==> src/rtl/scan_link_pkg.sv <==
// Shared definitions for the scanner serial link.
// The scanner transmitter and the link receiver both import this package,
// so they agree on the command byte values and the frame width.
// Contents: command byte constants, the frame width and the receiver FSM
// state encoding.
package scan_link_pkg;

  localparam int FRAME_W = 8;

  localparam logic [FRAME_W-1:0] CMD_READY_XFER = 8'd2;  // scanner at 80%
  localparam logic [FRAME_W-1:0] CMD_START_SCAN = 8'd3;  // scanner at 90%
  localparam logic [FRAME_W-1:0] CMD_FULL       = 8'd4;  // scanner at 100%
  localparam logic [FRAME_W-1:0] CMD_DATA       = 8'd7;  // next frame is data

  // Receiver decode FSM: CMD_SHIFT decodes command frames. DATA_SHIFT
  // captures exactly one data frame and then returns to CMD_SHIFT.
  typedef enum logic {
    ST_CMD_SHIFT  = 1'b0,
    ST_DATA_SHIFT = 1'b1
  } scan_state_e;

endpackage

==> src/rtl/scan_link_receiver_if.sv <==
// Bundle of signals between the scanner serial output, the link receiver
// and the transfer/buffer controller.
//   serialValid/serialData : bit strobe and serial bit (LSB of each frame first)
//   cmdValid/cmdCode       : command frame completed / last command byte
//   readyToTransfer, startScanning, bufferFull : decoded command pulses
//   dataValid/dataByte     : data frame completed / last data byte
//   frameError             : unknown command or mid-frame stall
//   dataCount              : saturating count of data bytes
//   busy                   : frame in progress or data frame expected
// Handshake: there is no backpressure. A serial bit is consumed on every
// posedge where serialValid is 1. Every *Valid and event output is a
// one-cycle pulse that the consumer must take in that cycle. The byte and
// code outputs hold their value until the next frame of the same kind.
// Modports: slave = the receiver, master = the environment around it.
interface scan_link_receiver_if #(
  parameter int DCOUNT_W = 8
);
  logic                serialValid;
  logic                serialData;
  logic                cmdValid;
  logic [7:0]          cmdCode;
  logic                readyToTransfer;
  logic                startScanning;
  logic                bufferFull;
  logic                dataValid;
  logic [7:0]          dataByte;
  logic                frameError;
  logic [DCOUNT_W-1:0] dataCount;
  logic                busy;

  modport slave (
    input  serialValid, serialData,
    output cmdValid, cmdCode, readyToTransfer, startScanning, bufferFull,
           dataValid, dataByte, frameError, dataCount, busy
  );

  modport master (
    output serialValid, serialData,
    input  cmdValid, cmdCode, readyToTransfer, startScanning, bufferFull,
           dataValid, dataByte, frameError, dataCount, busy
  );
endinterface

==> src/rtl/serial_shift_in.sv <==
// Serial-to-parallel front end of the link receiver.
// Gathers LSB-first bits into FRAME_W-bit frames. It also aborts a
// partially received frame after GAP_TIMEOUT consecutive idle cycles while
// busy.
// Ports:
//   clk, rst       : clock, asynchronous active-high reset
//   bit_valid      : sample bit_data on this edge
//   bit_data       : serial bit
//   data_expected  : decoder is waiting for a data frame (counts as busy)
//   frame_done     : this edge samples the last bit of a frame (combinational)
//   frame_byte     : completed frame including the bit sampled this edge
//   timeout        : this edge aborts the partial frame (combinational)
//   partial        : some bits of a frame have been received
module serial_shift_in
  import scan_link_pkg::*;
#(
  parameter int GAP_TIMEOUT = 16
) (
  input  logic               clk,
  input  logic               rst,
  input  logic               bit_valid,
  input  logic               bit_data,
  input  logic               data_expected,
  output logic               frame_done,
  output logic [FRAME_W-1:0] frame_byte,
  output logic               timeout,
  output logic               partial
);

  localparam int CNT_W = $clog2(FRAME_W);
  localparam int GAP_W = $clog2(GAP_TIMEOUT + 1);

  logic [CNT_W-1:0]   bit_count;
  logic [FRAME_W-1:0] shift_q;
  logic [GAP_W-1:0]   gap_q;
  logic               busy;

  assign partial = (bit_count != '0);
  assign busy    = partial || data_expected;

  assign frame_done = bit_valid && (bit_count == CNT_W'(FRAME_W - 1));

  // On completion the top bit of shift_q is still clear, so the final bit
  // is merged straight into the top position of the output byte.
  always_comb begin
    frame_byte            = shift_q;
    frame_byte[FRAME_W-1] = bit_data;
  end

  // A valid bit on the edge where the limit would be reached wins.
  assign timeout = !bit_valid && busy && (gap_q == GAP_W'(GAP_TIMEOUT - 1));

  always_ff @(posedge clk or posedge rst) begin
    if (rst) begin
      bit_count <= '0;
      shift_q   <= '0;
      gap_q     <= '0;
    end else if (bit_valid) begin
      gap_q     <= '0;
      bit_count <= bit_count + 1'b1;
      if (frame_done) begin
        shift_q <= '0;
      end else begin
        shift_q[bit_count] <= bit_data;
      end
    end else if (timeout) begin
      bit_count <= '0;
      shift_q   <= '0;
      gap_q     <= '0;
    end else if (busy) begin
      gap_q <= gap_q + 1'b1;
    end else begin
      gap_q <= '0;
    end
  end

endmodule

==> src/rtl/scan_link_receiver.sv <==
// Scanner serial link receiver.
// Deserializes the scanner bit stream, decodes command frames into event
// pulses and captures the data frame that follows a CMD_DATA command.
// Ports:
//   clk, rst  : clock, asynchronous active-high reset
//   link      : slave side of scan_link_receiver_if (serial input, pulses,
//               held bytes, dataCount, busy)
//   state_dbg : current decode FSM state
module scan_link_receiver
  import scan_link_pkg::*;
#(
  parameter int GAP_TIMEOUT = 16,
  parameter int DCOUNT_W    = 8
) (
  input  logic                 clk,
  input  logic                 rst,
  scan_link_receiver_if.slave  link,
  output scan_state_e          state_dbg
);

  logic               frame_done;
  logic [FRAME_W-1:0] frame_byte;
  logic               timeout;
  logic               partial;

  scan_state_e         state;
  logic                cmd_valid;
  logic [7:0]          cmd_code;
  logic                ready_to_transfer;
  logic                start_scanning;
  logic                buffer_full;
  logic                data_valid;
  logic [7:0]          data_byte;
  logic                frame_error;
  logic [DCOUNT_W-1:0] data_count;

  serial_shift_in #(
    .GAP_TIMEOUT (GAP_TIMEOUT)
  ) u_shift (
    .clk           (clk),
    .rst           (rst),
    .bit_valid     (link.serialValid),
    .bit_data      (link.serialData),
    .data_expected (state == ST_DATA_SHIFT),
    .frame_done    (frame_done),
    .frame_byte    (frame_byte),
    .timeout       (timeout),
    .partial       (partial)
  );

  // Decode FSM with registered pulses: each pulse is high for exactly the
  // cycle after the edge that sampled the last bit of its frame.
  always_ff @(posedge clk or posedge rst) begin
    if (rst) begin
      state             <= ST_CMD_SHIFT;
      cmd_valid         <= 1'b0;
      cmd_code          <= '0;
      ready_to_transfer <= 1'b0;
      start_scanning    <= 1'b0;
      buffer_full       <= 1'b0;
      data_valid        <= 1'b0;
      data_byte         <= '0;
      frame_error       <= 1'b0;
      data_count        <= '0;
    end else begin
      cmd_valid         <= 1'b0;
      ready_to_transfer <= 1'b0;
      start_scanning    <= 1'b0;
      buffer_full       <= 1'b0;
      data_valid        <= 1'b0;
      frame_error       <= 1'b0;
      if (frame_done) begin
        case (state)
          ST_CMD_SHIFT: begin
            cmd_valid <= 1'b1;
            cmd_code  <= frame_byte;
            case (frame_byte)
              CMD_READY_XFER: ready_to_transfer <= 1'b1;
              CMD_START_SCAN: start_scanning    <= 1'b1;
              CMD_FULL:       buffer_full       <= 1'b1;
              CMD_DATA:       state             <= ST_DATA_SHIFT;
              default:        frame_error       <= 1'b1;
            endcase
          end
          ST_DATA_SHIFT: begin
            data_valid <= 1'b1;
            data_byte  <= frame_byte;
            if (data_count != '1) begin
              data_count <= data_count + 1'b1;
            end
            state <= ST_CMD_SHIFT;
          end
          default: state <= ST_CMD_SHIFT;
        endcase
      end else if (timeout) begin
        // Partial frame (or awaited data frame) abandoned.
        frame_error <= 1'b1;
        state       <= ST_CMD_SHIFT;
      end
    end
  end

  assign link.cmdValid        = cmd_valid;
  assign link.cmdCode         = cmd_code;
  assign link.readyToTransfer = ready_to_transfer;
  assign link.startScanning   = start_scanning;
  assign link.bufferFull      = buffer_full;
  assign link.dataValid       = data_valid;
  assign link.dataByte        = data_byte;
  assign link.frameError      = frame_error;
  assign link.dataCount       = data_count;
  assign link.busy            = partial || (state == ST_DATA_SHIFT);
  assign state_dbg            = state;

endmodule
==> src/flat_wrapper.sv <==
// flat-port wrapper written by rule: the top's interface ports become plain ports
module scan_link_receiver_flat import scan_link_pkg::*;
#(
  parameter int GAP_TIMEOUT = 16,
  parameter int DCOUNT_W    = 8
)
  (clk, rst, state_dbg, link_serialValid, link_serialData, link_cmdValid, link_cmdCode, link_readyToTransfer, link_startScanning, link_bufferFull, link_dataValid, link_dataByte, link_frameError, link_dataCount, link_busy);
  scan_link_receiver_if #(.DCOUNT_W(DCOUNT_W)) link_i ();
  input  logic clk;
  input  logic rst;
  output scan_state_e state_dbg;
  input wire logic [$bits(link_i.serialValid)-1:0] link_serialValid;
  input wire logic [$bits(link_i.serialData)-1:0] link_serialData;
  output wire logic [$bits(link_i.cmdValid)-1:0] link_cmdValid;
  output wire logic [$bits(link_i.cmdCode)-1:0] link_cmdCode;
  output wire logic [$bits(link_i.readyToTransfer)-1:0] link_readyToTransfer;
  output wire logic [$bits(link_i.startScanning)-1:0] link_startScanning;
  output wire logic [$bits(link_i.bufferFull)-1:0] link_bufferFull;
  output wire logic [$bits(link_i.dataValid)-1:0] link_dataValid;
  output wire logic [$bits(link_i.dataByte)-1:0] link_dataByte;
  output wire logic [$bits(link_i.frameError)-1:0] link_frameError;
  output wire logic [$bits(link_i.dataCount)-1:0] link_dataCount;
  output wire logic [$bits(link_i.busy)-1:0] link_busy;
  assign link_i.serialValid = link_serialValid;
  assign link_i.serialData = link_serialData;
  assign link_cmdValid = link_i.cmdValid;
  assign link_cmdCode = link_i.cmdCode;
  assign link_readyToTransfer = link_i.readyToTransfer;
  assign link_startScanning = link_i.startScanning;
  assign link_bufferFull = link_i.bufferFull;
  assign link_dataValid = link_i.dataValid;
  assign link_dataByte = link_i.dataByte;
  assign link_frameError = link_i.frameError;
  assign link_dataCount = link_i.dataCount;
  assign link_busy = link_i.busy;
  scan_link_receiver #(.GAP_TIMEOUT(GAP_TIMEOUT), .DCOUNT_W(DCOUNT_W)) u_core (.clk(clk), .rst(rst), .link(link_i), .state_dbg(state_dbg));
endmodule
==> config.mk <==
export PLATFORM = sky130hd
export DESIGN_NAME = scan_link_receiver_flat
export DESIGN_NICKNAME = d
export VERILOG_FILES = /design/src/rtl/scan_link_pkg.sv /design/src/rtl/scan_link_receiver_if.sv /design/src/rtl/serial_shift_in.sv /design/src/rtl/scan_link_receiver.sv /design/src/flat_wrapper.sv
export SDC_FILE = /design/constraint.sdc
export NUM_CORES = 1
export LEC_CHECK = 0
export CELL_PAD_IN_SITES_DETAIL_PLACEMENT = 0
export CELL_PAD_IN_SITES_GLOBAL_PLACEMENT = 2
export CORE_UTILIZATION = 36
export CTS_BUF_LIST = sky130_fd_sc_hd__clkbuf_4 sky130_fd_sc_hd__clkbuf_8
export CTS_CLUSTER_DIAMETER = 40
export DETAILED_ROUTE_END_ITERATION = 8
export GPL_ROUTABILITY_DRIVEN = 0
export PLACE_DENSITY_LB_ADDON = 0.1
export SLEW_MARGIN = 20
export SYNTH_ARGS = -nofsm -noshare
export SYNTH_HDL_FRONTEND = slang
export SYNTH_SLANG_ARGS = --single-unit
==> constraint.sdc <==
create_clock -name clk -period 4.6 [get_ports clk]
set_input_delay 0.69 -clock clk [delete_from_list [all_inputs] [get_ports clk]]
set_output_delay 0.69 -clock clk [all_outputs]
set_load 0.005 [all_outputs]
==> results of run 1 <==
## cells in the mapped netlist
cell	instances	area share
a21oi_1	4	0.0096
nand3_1	7	0.017
nor3_1	1	0.0024
nand4_1	3	0.0090
or3_1	1	0.0030
or3b_4	1	0.0054
clkinv_2	1	0.0024
xor2_1	2	0.0084
clkbuf_1	5	0.0090
nand3_2	1	0.0048
o211ai_1	1	0.0036
nor3b_1	2	0.0072
nor4_1	3	0.0090
nor3_2	1	0.0048
and3_1	2	0.0060
nor2b_1	2	0.0060
nor4_2	1	0.0060
o21ai_0	6	0.014
a21oi_4	1	0.0078
o41ai_4	1	0.013
or2_1	1	0.0030
mux2_2	1	0.0054
and4_1	1	0.0042
nor2_1	15	0.027
nand2_1	61	0.11
inv_2	1	0.0018
mux2i_1	1	0.0048
and3b_1	1	0.0042
buf_6	3	0.016
inv_1	8	0.014
dfrtp_1	46	0.55
ha_1	6	0.036
mux2_1	3	0.016
o21ai_1	12	0.029
nand2b_1	4	0.012
xnor2_1	4	0.017
## power by group through the flow
stage	Sequential [mW]	Combinational (mW)	Clock, mW
2_1_floorplan	0.501	0.140	0
3_3_place_gp	0.532	0.206	0
3_5_place_dp	0.532	0.206	0
4_1_cts	0.523	0.207	0.269
5_1_grt	0.533	0.233	0.292
6_report	0.523	0.203	0.255
## registers in the layout, summed over array words and instances (netlist names)
name / cells
u_core.link.cmdCode: 8
u_core.link.dataByte: 8
u_core.link.dataCount: 8
u_core.u_shift.shift_q: 7
u_core.u_shift.gap_q: 5
u_core.u_shift.bit_count: 3
u_core.link.bufferFull: 1
u_core.link.cmdValid: 1
u_core.link.dataValid: 1
u_core.link.frameError: 1
u_core.link.readyToTransfer: 1
u_core.link.startScanning: 1
u_core.state_dbg: 1
## metrics by stage
stage          setup slack, ns  hold WS (ns)
2_1_floorplan             2.79         0.430
3_3_place_gp              2.03         0.449
3_5_place_dp              1.99         0.453
4_1_cts                   1.97         0.465
5_1_grt                   1.87         0.500
6_report                  1.99         0.462
## worst max path at each step
stage	from	endpoint	slack [ns]	cells after the start
finish	u_core.u_shift.bit_count[1]	link_busy	1.99	4
detailed placement	link_serialValid	u_core.link.dataCount[4]	1.99	5
global route	u_core.u_shift.bit_count[0]	link_busy	1.87	4
CTS	u_core.u_shift.bit_count[1]	link_busy	1.97	4
floorplan	u_core.u_shift.bit_count[1]	link_busy	2.79	4
global placement	link_serialValid	u_core.link.dataCount[4]	2.03	5
## critical path: cells and delay by family, from the launching register on
kind / cells / cell delay (ns)
buf+inv: 2 / 0.57
flops: 1 / 0.51
simple gates: 1 / 0.41
fa+ha+maj: 1 / 0.13
## layer usage
| layer | track usage | vias up | wire length, µm |
|---|---|---|---|
| met1 | 0.222 | 719 | 2190 |
| met3 | 0.0395 | 5 | 153 |
| met5 | 0 | - | 0 |
| met2 | 0.225 | 33 | 1780 |
| met4 | 0.0500 | 0 | 48 |
| li1 | - | 779 | - |
## cells by family (layout without fill, tap and decap cells)
logic type	Yosys count	after routing	share of synthesized area
fa+ha+maj	6	6	0.0359
mux	5	5	0.0264
flops	46	46	0.551
compound gates	25	25	0.0773
buf+inv	18	54	0.0437
xor+xnor	6	6	0.0252
simple gates	108	108	0.240
## cell type report
cell class,instances,area (µm²)
clock buffers,7,90.1
clock inverters,1,5.00
fillers,551,2960
inverters,10,38.8
multi-input cells,150,846
flip-flops and latches,46,1150
well taps,72,90.1
repair buffers,36,358
==> reports/results.tsv, run 1 <==
stage	metric	value	unit
floorplanning	die_h	78.2	µm
place	placed_area	2480	µm²
power_and_ir_drop	power	0.981	mW
hold_path	worstHoldStart	u_core.u_shift.gap_q[0]	
clock_network	cts_setup_buffers	0	
setup_path	crit_required	3.91	ns
place	hpwl	2.93	mm
logic_synthesis	syn_area	2090	µm²
timing	fin_crit_sh	0.567	
final_layout	area_growth	23.5	%
setup_path	path_cells	inv_1 -> ha_1 -> or3b_4 -> clkdlybuf4s50_1	
final_layout	layout_commonest_cell	nand2_1	
clock_network	cts_sinks	46	
setup_path	ff2ff_setup_slack	2.55	ns
power_and_ir_drop	ir_drop	135	µV
clock_network	htreeDepth	2	
power_and_ir_drop	switching_share	0.297	
logic_synthesis	synth.avg_cell_area	9.76	µm²
setup_path	crit_path_end_kind	output port	
timing	clock_skew	0.00943	ns
routing	vias	1536	
routing	dr.pass1.iters	4	
setup_path	worstReg2RegEnd	u_core.link.dataCount[1]	
hold_path	min_to	u_core.u_shift.gap_q[0]	
global_route	antenna_found_initial	0	
timing	fmax	383	MHz
final_layout	final_cells	322	
clock_network	clock_latency	0.29	ns
clock_network	ctsResizeCount	0	
final_layout	finalInstanceArea	2580	µm²
clock_network	cts.clk_slew.worst_paths	0.09	ns
clock_network	cts_tree	yes	
global_route	grt_pass1_wl	7.25	mm
timing	period_minus_slack	2.61	ns
timing	tightest_slew	0.650	ns
timing	hold_violations	0	
floorplanning	chipWidth	78.2	µm
power_and_ir_drop	total_leakage_power	1.25	nW
power_and_ir_drop	pwr_density_cell	380	nW/µm²
setup_path	reg2reg_depth	6	
logic_synthesis	syn_nets	224	
timing	final-setup-viol-count	0	
power_and_ir_drop	p_clk_frac	0.260	
place	place_inst	314	
floorplanning	start_util	0.377	
clock_network	cts_root_buffer	clkbuf_8	
logic_synthesis	yosysWarnings	0	
floorplanning	dieArea	6110	µm²
clock_network	hold_buffers	0	
clock_network	cts_buffer_depth	2	
global_route	first_global_vias	1473	
floorplanning	pin_count	36	
final_layout	fin_util	0.465	
global_route	grt_usage	0.154	
setup_path	worstSetupPathType	register to output port	
timing	fin_tns_setup	0	ns
place	placement.io_buffers	35	
power_and_ir_drop	p_comb_frac	0.206	
logic_synthesis	synth_seq_cells	46	
logic_synthesis	synthCells	214	
hold_path	holdPathStages	1	
timing	slew_violations	0	
power_and_ir_drop	p_sw	0.292	mW
floorplanning	rows	27	
job	drv_cap	0	
setup_path	worst_setup_path_start_kind	register	
power_and_ir_drop	internal_power	0.689	mW
clock_network	numCtsBuffers	5	
routing	route.detailed.drc	0	
logic_synthesis	ys_seq_area_frac	0.551	
routing	wl_per_cell	13.0	µm
final_layout	fin_nets	259	
setup_path	max_stage_delay	0.51	ns
setup_path	cp_max_fo	11	
timing	rsz0062_at_grt	no	
routing	vias_per_cell	4.77	
routing	antenna_left	0	
global_route	grt_max_degree	47	
status	outcome	completed	
setup_path	reg2reg_from	u_core.u_shift.bit_count[1]	
global_route	gr-total-overflow	0	
power_and_ir_drop	pwr-share-seq	0.533	
final_layout	final_layout_size_suffix_gt1_frac	0.0720	
timing	slew_headroom	0.566	
routing	drt-total-wl	4.18	mm
setup_path	critPathSlowestCell	dfrtp_1	
setup_path	worstPathArrival	1.92	ns
routing	drt_iter0_drc	74	
final_layout	final_cell_mix	61 x nand2_1, 46 x dfrtp_1, 35 x clkdlybuf4s50_1, 15 x nor2_1, 12 x o21ai_1	
final_layout	diodes	0	
floorplanning	coreArea	5540	µm²
logic_synthesis	ys_types	36	
hold_path	hp-class	register to register	
No activity file was read; power rests on OpenSTA's default activity.
==> run 2, diff against run 1 <==
- CORE_UTILIZATION: 36 -> 34
- clock period: 4.6 -> 2.7 ns (I/O delays scaled with it)
==> run 2 against run 1 <==
Final cell count increased by 1.2%. Hold slack improved by 0.012 ns. Register-to-register slack got worse by 1.9 ns. Cell area increased by 1.6%. First-iteration DRC count increased by 22%. Clock power increased by 100%. Die area increased by 5.7%. Utilization decreased by 2.3 points. Largest cell class unchanged. Highest routed layer unchanged.
==> reports/results.tsv, run 2 (synthesized netlist as in run 1, its figures left out) <==
stage	metric	value	unit
timing	fmax	435	MHz
setup_path	max_stage_delay	0.49	ns
timing	hold_violations	0	
clock_network	numCtsBuffers	5	
routing	vias	1498	
clock_network	clock_latency	0.30	ns
clock_network	cts_buffer_depth	2	
routing	dr.pass1.iters	4	
final_layout	diodes	0	
job	drv_cap	0	
global_route	grt_usage	0.152	
setup_path	worstSetupPathType	register to output port	
final_layout	fin_util	0.443	
global_route	gr-total-overflow	0	
power_and_ir_drop	p_sw	0.505	mW
power_and_ir_drop	pwr-share-seq	0.506	
setup_path	worst-path-buf-inv	2	
place	placement.io_buffers	35	
timing	fin_tns_setup	0	ns
setup_path	crit_path_end_kind	output port	
clock_network	cts_root_buffer	clkbuf_8	
timing	setup_slack	0.400	ns
setup_path	crit_family	buffers and inverters	
timing	tightest_slew	0.696	ns
power_and_ir_drop	ir_drop	246	µV
routing	route.detailed.drc	0	
clock_network	cts_sinks	46	
final_layout	fin_nets	260	
routing	vias_per_cell	4.60	
power_and_ir_drop	p_clk_frac	0.295	
setup_path	cp_max_fo	11	
power_and_ir_drop	internal_power	1.25	mW
floorplanning	start_util	0.353	
setup_path	worstPathArrival	1.90	ns
place	preCtsSetupSlack	0.433	ns
power_and_ir_drop	pwr_density_cell	668	nW/µm²
clock_network	hold_buffers	0	
floorplanning	pin_count	36	
routing	drt_iter0_drc	90	
routing	drt-total-wl	4.27	mm
final_layout	final_layout_size_suffix_gt1_frac	0.0797	
floorplanning	die_h	80.4	µm
floorplanning	rows	28	
status	outcome	completed	
floorplanning	coreArea	5920	µm²
global_route	antenna_found_initial	0	
power_and_ir_drop	p_comb_frac	0.199	
clock_network	cts.clk_slew.worst_paths	0.08	ns
floorplanning	chipWidth	80.4	µm
clock_network	cts_setup_buffers	0	
setup_path	worst_setup_path_start_kind	register	
global_route	grt_max_degree	28	
timing	clock_skew	0.0130	ns
floorplanning	dieArea	6460	µm²
setup_path	crit_required	2.30	ns
setup_path	ff2ff_setup_slack	0.65	ns
timing	period_minus_slack	2.30	ns
clock_network	cts_tree	yes	
clock_network	htreeDepth	2	
timing	fin_crit_sh	0.852	
global_route	grt_pass1_wl	7.42	mm
routing	antenna_left	0	
hold_path	hp-class	register to register	
clock_network	ctsResizeCount	0	
timing	slew_headroom	0.536	
setup_path	path_cells	inv_1 -> ha_1 -> or3b_4 -> clkdlybuf4s50_1	
timing	slew_violations	0	
timing	rsz0062_at_grt	no	
final_layout	layout_commonest_cell	nand2_1	
final_layout	final_cell_mix	61 x nand2_1, 46 x dfrtp_1, 35 x clkdlybuf4s50_1, 15 x nor2_1, 12 x o21ai_1	
power_and_ir_drop	switching_share	0.289	
place	hpwl	3.08	mm
global_route	first_global_vias	1459	
timing	final-setup-viol-count	0	
routing	wl_per_cell	13.1	µm
setup_path	critPathSlowestCell	dfrtp_1	
power_and_ir_drop	total_leakage_power	1.27	nW
final_layout	area_growth	25.5	%
[run 2: cell types whose count changed in the layout (fill, tap and decap cells not counted)]
cell / change
buf_12: +1
clkinv_2: -1
clkinv_1: -1
inv_2: +1
clkbuf_8: -1
bufinv_16: +1
clkinvlp_4: +1
[run 2: power by group through the flow]
stage	logic, mW	clock network [mW]	registers (mW)
after floorplan	0.238	0	0.853
after CTS	0.356	0.540	0.887
final	0.349	0.516	0.887
after global routing	0.408	0.562	0.903
after global placement	0.352	0	0.904
after detailed placement	0.354	0	0.901
[run 2: through the flow]
stage / area (µm²) / power [mW] / hold WS, ns / instances
6_report: 2620 / 1.75 / 0.474 / 326
5_1_grt: 2620 / 1.87 / 0.501 / 326
4_1_cts: 2620 / 1.78 / 0.478 / 326
3_5_place_dp: 2510 / 1.26 / 0.467 / 318
3_3_place_gp: 2510 / 1.26 / 0.447 / 318
2_1_floorplan: 2090 / 1.09 / 0.430 / 214
[run 2: cell type report]
cell class / instances / area (µm²)
tap: 75 / 93.8
clock buffer: 6 / 76.3
multi-input combinational: 150 / 846
fill: 567 / 3300
sequential: 46 / 1150
clock inverter: 2 / 37.5
timing repair buffer: 37 / 378
inverter: 10 / 38.8
[run 2: path summary, 6_finish.rpt]
kind                       cells after the start                          end                        start
max                                            4                    link_busy  u_core.u_shift.bit_count[1]
min in group asynchronous                      2     u_core.link.dataCount[2]                          rst
min reg2reg                                    1      u_core.u_shift.gap_q[0]      u_core.u_shift.gap_q[0]
min                                            1      u_core.u_shift.gap_q[0]      u_core.u_shift.gap_q[0]
max reg2reg                                    7       u_core.link.cmdCode[0]  u_core.u_shift.bit_count[0]
max in group asynchronous                      3  u_core.u_shift.bit_count[2]                          rst
[run 2: worst reg2reg max path, cell delays in order, from the launching register on]
cell,delay (ns)
dfrtp_1,0.49
ha_1,0.25
ha_1,0.21
nand2_1,0.08
or2_1,0.57
inv_2,0.19
nand2_1,0.13
nand2_1,0.05
[run 2: per-layer routing]
metal	global-route usage	up-vias	wire length [µm]
li1	-	776	-
met1	0.228	683	2320
met2	0.209	33	1720
met3	0.0330	6	164
met4	0.0589	0	63
met5	0	-	0
==> run 3, diff against run 2 <==
- ABC_CLOCK_PERIOD_IN_PS: not set -> 2700
- PLACE_DENSITY: not set -> 0.87
- PLACE_DENSITY_LB_ADDON: 0.1 -> not set
==> run 3 against run 2 <==
Final cell count decreased by 0.61%. Non-clock buffer count did not move. Die area stayed put. Count of clock-buffer cells in the layout unchanged. Sequential share of layout area grew 0.75 points. Via count rose by 2.5%. Total power is 5.8% lower. Critical path type unchanged. Critical endpoint unchanged. Largest cell class unchanged.
==> reports/results.tsv, run 3 (synthesized netlist as in run 1, its figures left out) <==
stage	metric	value	unit
status	outcome	completed	
timing	final-setup-viol-count	0	
power_and_ir_drop	total_leakage_power	1.25	nW
global_route	first_global_vias	1482	
timing	rsz0062_at_grt	no	
global_route	grt_usage	0.149	
final_layout	final_layout_size_suffix_gt1_frac	0.0683	
final_layout	final_cell_mix	61 x nand2_1, 46 x dfrtp_1, 35 x clkdlybuf4s50_1, 15 x nor2_1, 12 x o21ai_1	
clock_network	htreeDepth	2	
job	drv_cap	0	
power_and_ir_drop	pwr_density_cell	640	nW/µm²
setup_path	worstPathArrival	1.90	ns
setup_path	cp_max_fo	11	
routing	antenna_left	0	
hold_path	worstHoldStart	u_core.u_shift.gap_q[0]	
timing	slew_headroom	0.558	
setup_path	reg2reg_depth	6	
clock_network	cts_sinks	46	
clock_network	cts_tree	yes	
setup_path	path_cells	inv_1 -> ha_1 -> or3b_4 -> clkdlybuf4s50_1	
place	placed_area	2490	µm²
final_layout	fin_nets	260	
setup_path	ff2ff_setup_slack	0.67	ns
final_layout	area_growth	23.4	%
routing	drt-total-wl	4.16	mm
setup_path	max_stage_delay	0.49	ns
setup_path	worstSetupPathType	register to output port	
setup_path	worstReg2RegEnd	u_core.link.dataCount[1]	
clock_network	clock_latency	0.29	ns
global_route	antenna_found_initial	0	
timing	slew_violations	0	
routing	wl_per_cell	12.8	µm
floorplanning	dieArea	6460	µm²
power_and_ir_drop	p_clk_frac	0.251	
clock_network	cts_buffer_depth	2	
final_layout	diodes	0	
timing	hold_violations	0	
hold_path	holdPathStages	1	
routing	route.detailed.drc	0	
timing	tightest_slew	0.663	ns
global_route	grt_max_degree	47	
setup_path	crit_required	2.30	ns
floorplanning	die_h	80.4	µm
setup_path	critPathSlowestCell	dfrtp_1	
routing	vias	1535	
setup_path	crit_path_end_kind	output port	
floorplanning	coreArea	5920	µm²
power_and_ir_drop	p_sw	0.494	mW
hold_path	min_to	u_core.u_shift.gap_q[0]	
timing	fin_crit_sh	0.853	
hold_path	hp-class	register to register	
clock_network	cts_setup_buffers	0	
setup_path	worst_setup_path_start_kind	register	
clock_network	cts_root_buffer	clkbuf_8	
power_and_ir_drop	switching_share	0.299	
final_layout	finalInstanceArea	2580	µm²
power_and_ir_drop	internal_power	1.16	mW
setup_path	reg2reg_from	u_core.u_shift.bit_count[0]	
timing	clock_skew	0.00464	ns
final_layout	final_cells	324	
global_route	gr-total-overflow	0	
floorplanning	rows	28	
power_and_ir_drop	p_comb_frac	0.212	
routing	dr.pass1.iters	4	
clock_network	cts.clk_slew.worst_paths	0.08	ns
place	place_inst	318	
clock_network	hold_buffers	0	
power_and_ir_drop	ir_drop	235	µV
timing	fmax	434	MHz
place	hpwl	3.00	mm
timing	fin_tns_setup	0	ns
floorplanning	pin_count	36	
routing	vias_per_cell	4.74	
floorplanning	start_util	0.353	
clock_network	ctsResizeCount	0	
routing	drt_iter0_drc	76	
final_layout	layout_commonest_cell	nand2_1	
power_and_ir_drop	pwr-share-seq	0.537	
final_layout	fillCellCount	597	
place	placement.io_buffers	35	
clock_network	numCtsBuffers	5	
floorplanning	chipWidth	80.4	µm
timing	period_minus_slack	2.30	ns
global_route	grt_pass1_wl	7.29	mm
## run 3: cell count changes in the layout (fill, tap and decap cells not counted)
| cell | delta |
|---|---|
| inv_2 | -1 |
| buf_12 | -1 |
| clkbuf_8 | +1 |
| buf_4 | +1 |
| clkinvlp_4 | -1 |
| bufinv_16 | -1 |
| clkinv_1 | +1 |
| clkbuf_4 | -1 |
## run 3: layout make-up
type,instances,area [µm²],area share
Timing Repair Buffer,37,365,0.142
Multi-Input combinational cell,150,846,0.328
Sequential cell,46,1150,0.447
Clock buffer,6,82.6,0.0320
Tap cell,75,93.8,0.0364
Inverter,10,38.8,0.0150
## run 3: power by group through the flow
stage | sequential (mW) | combinational, mW | clock, mW
CTS | 0.886 | 0.357 | 0.430
global placement | 0.899 | 0.348 | 0
finish | 0.886 | 0.350 | 0.414
floorplan | 0.853 | 0.238 | 0
detailed placement | 0.900 | 0.355 | 0
global route | 0.903 | 0.407 | 0.455
## run 3: worst max-delay path, delay by kind of cell (launching register included)
| family | cells | cell delay (ns) |
|---|---|---|
| adders and majority gates | 1 | 0.14 |
| and+or+nand+nor | 1 | 0.42 |
| DFF | 1 | 0.49 |
| buffers and inverters | 2 | 0.56 |
## run 3: worst max path at each step
| stage | startpoint | to | slack, ns | cells past startpoint |
|---|---|---|---|---|
| after global placement | link_serialValid | u_core.link.dataCount[4] | 0.63 | 5 |
| after detailed placement | link_serialValid | u_core.link.dataCount[4] | 0.62 | 5 |
| after CTS | u_core.u_shift.bit_count[1] | link_busy | 0.37 | 4 |
| after global routing | u_core.u_shift.bit_count[1] | link_busy | 0.25 | 4 |
| after floorplan | u_core.u_shift.bit_count[1] | u_core.u_shift.bit_count[0] | 1.12 | 6 |
| final | u_core.u_shift.bit_count[1] | link_busy | 0.40 | 4 |
## run 3: routing by layer
layer  track usage  wire (µm)  vias up
met4        0.0429         61        0
met3        0.0352        120        6
met2         0.222       1890       26
met5             0          0        -
met1         0.212       2090      725
li1              -          -      778
## run 3: through the flow
step / hold WS (ns) / util / total power, mW / setup WS [ns]
after global placement: 0.449 / 0.421 / 1.25 / 0.629
after floorplan: 0.430 / - / 1.09 / 1.12
final: 0.471 / 0.435 / 1.65 / 0.397
after CTS: 0.469 / 0.435 / 1.67 / 0.373
after global routing: 0.489 / 0.435 / 1.77 / 0.250
after detailed placement: 0.458 / 0.421 / 1.25 / 0.617
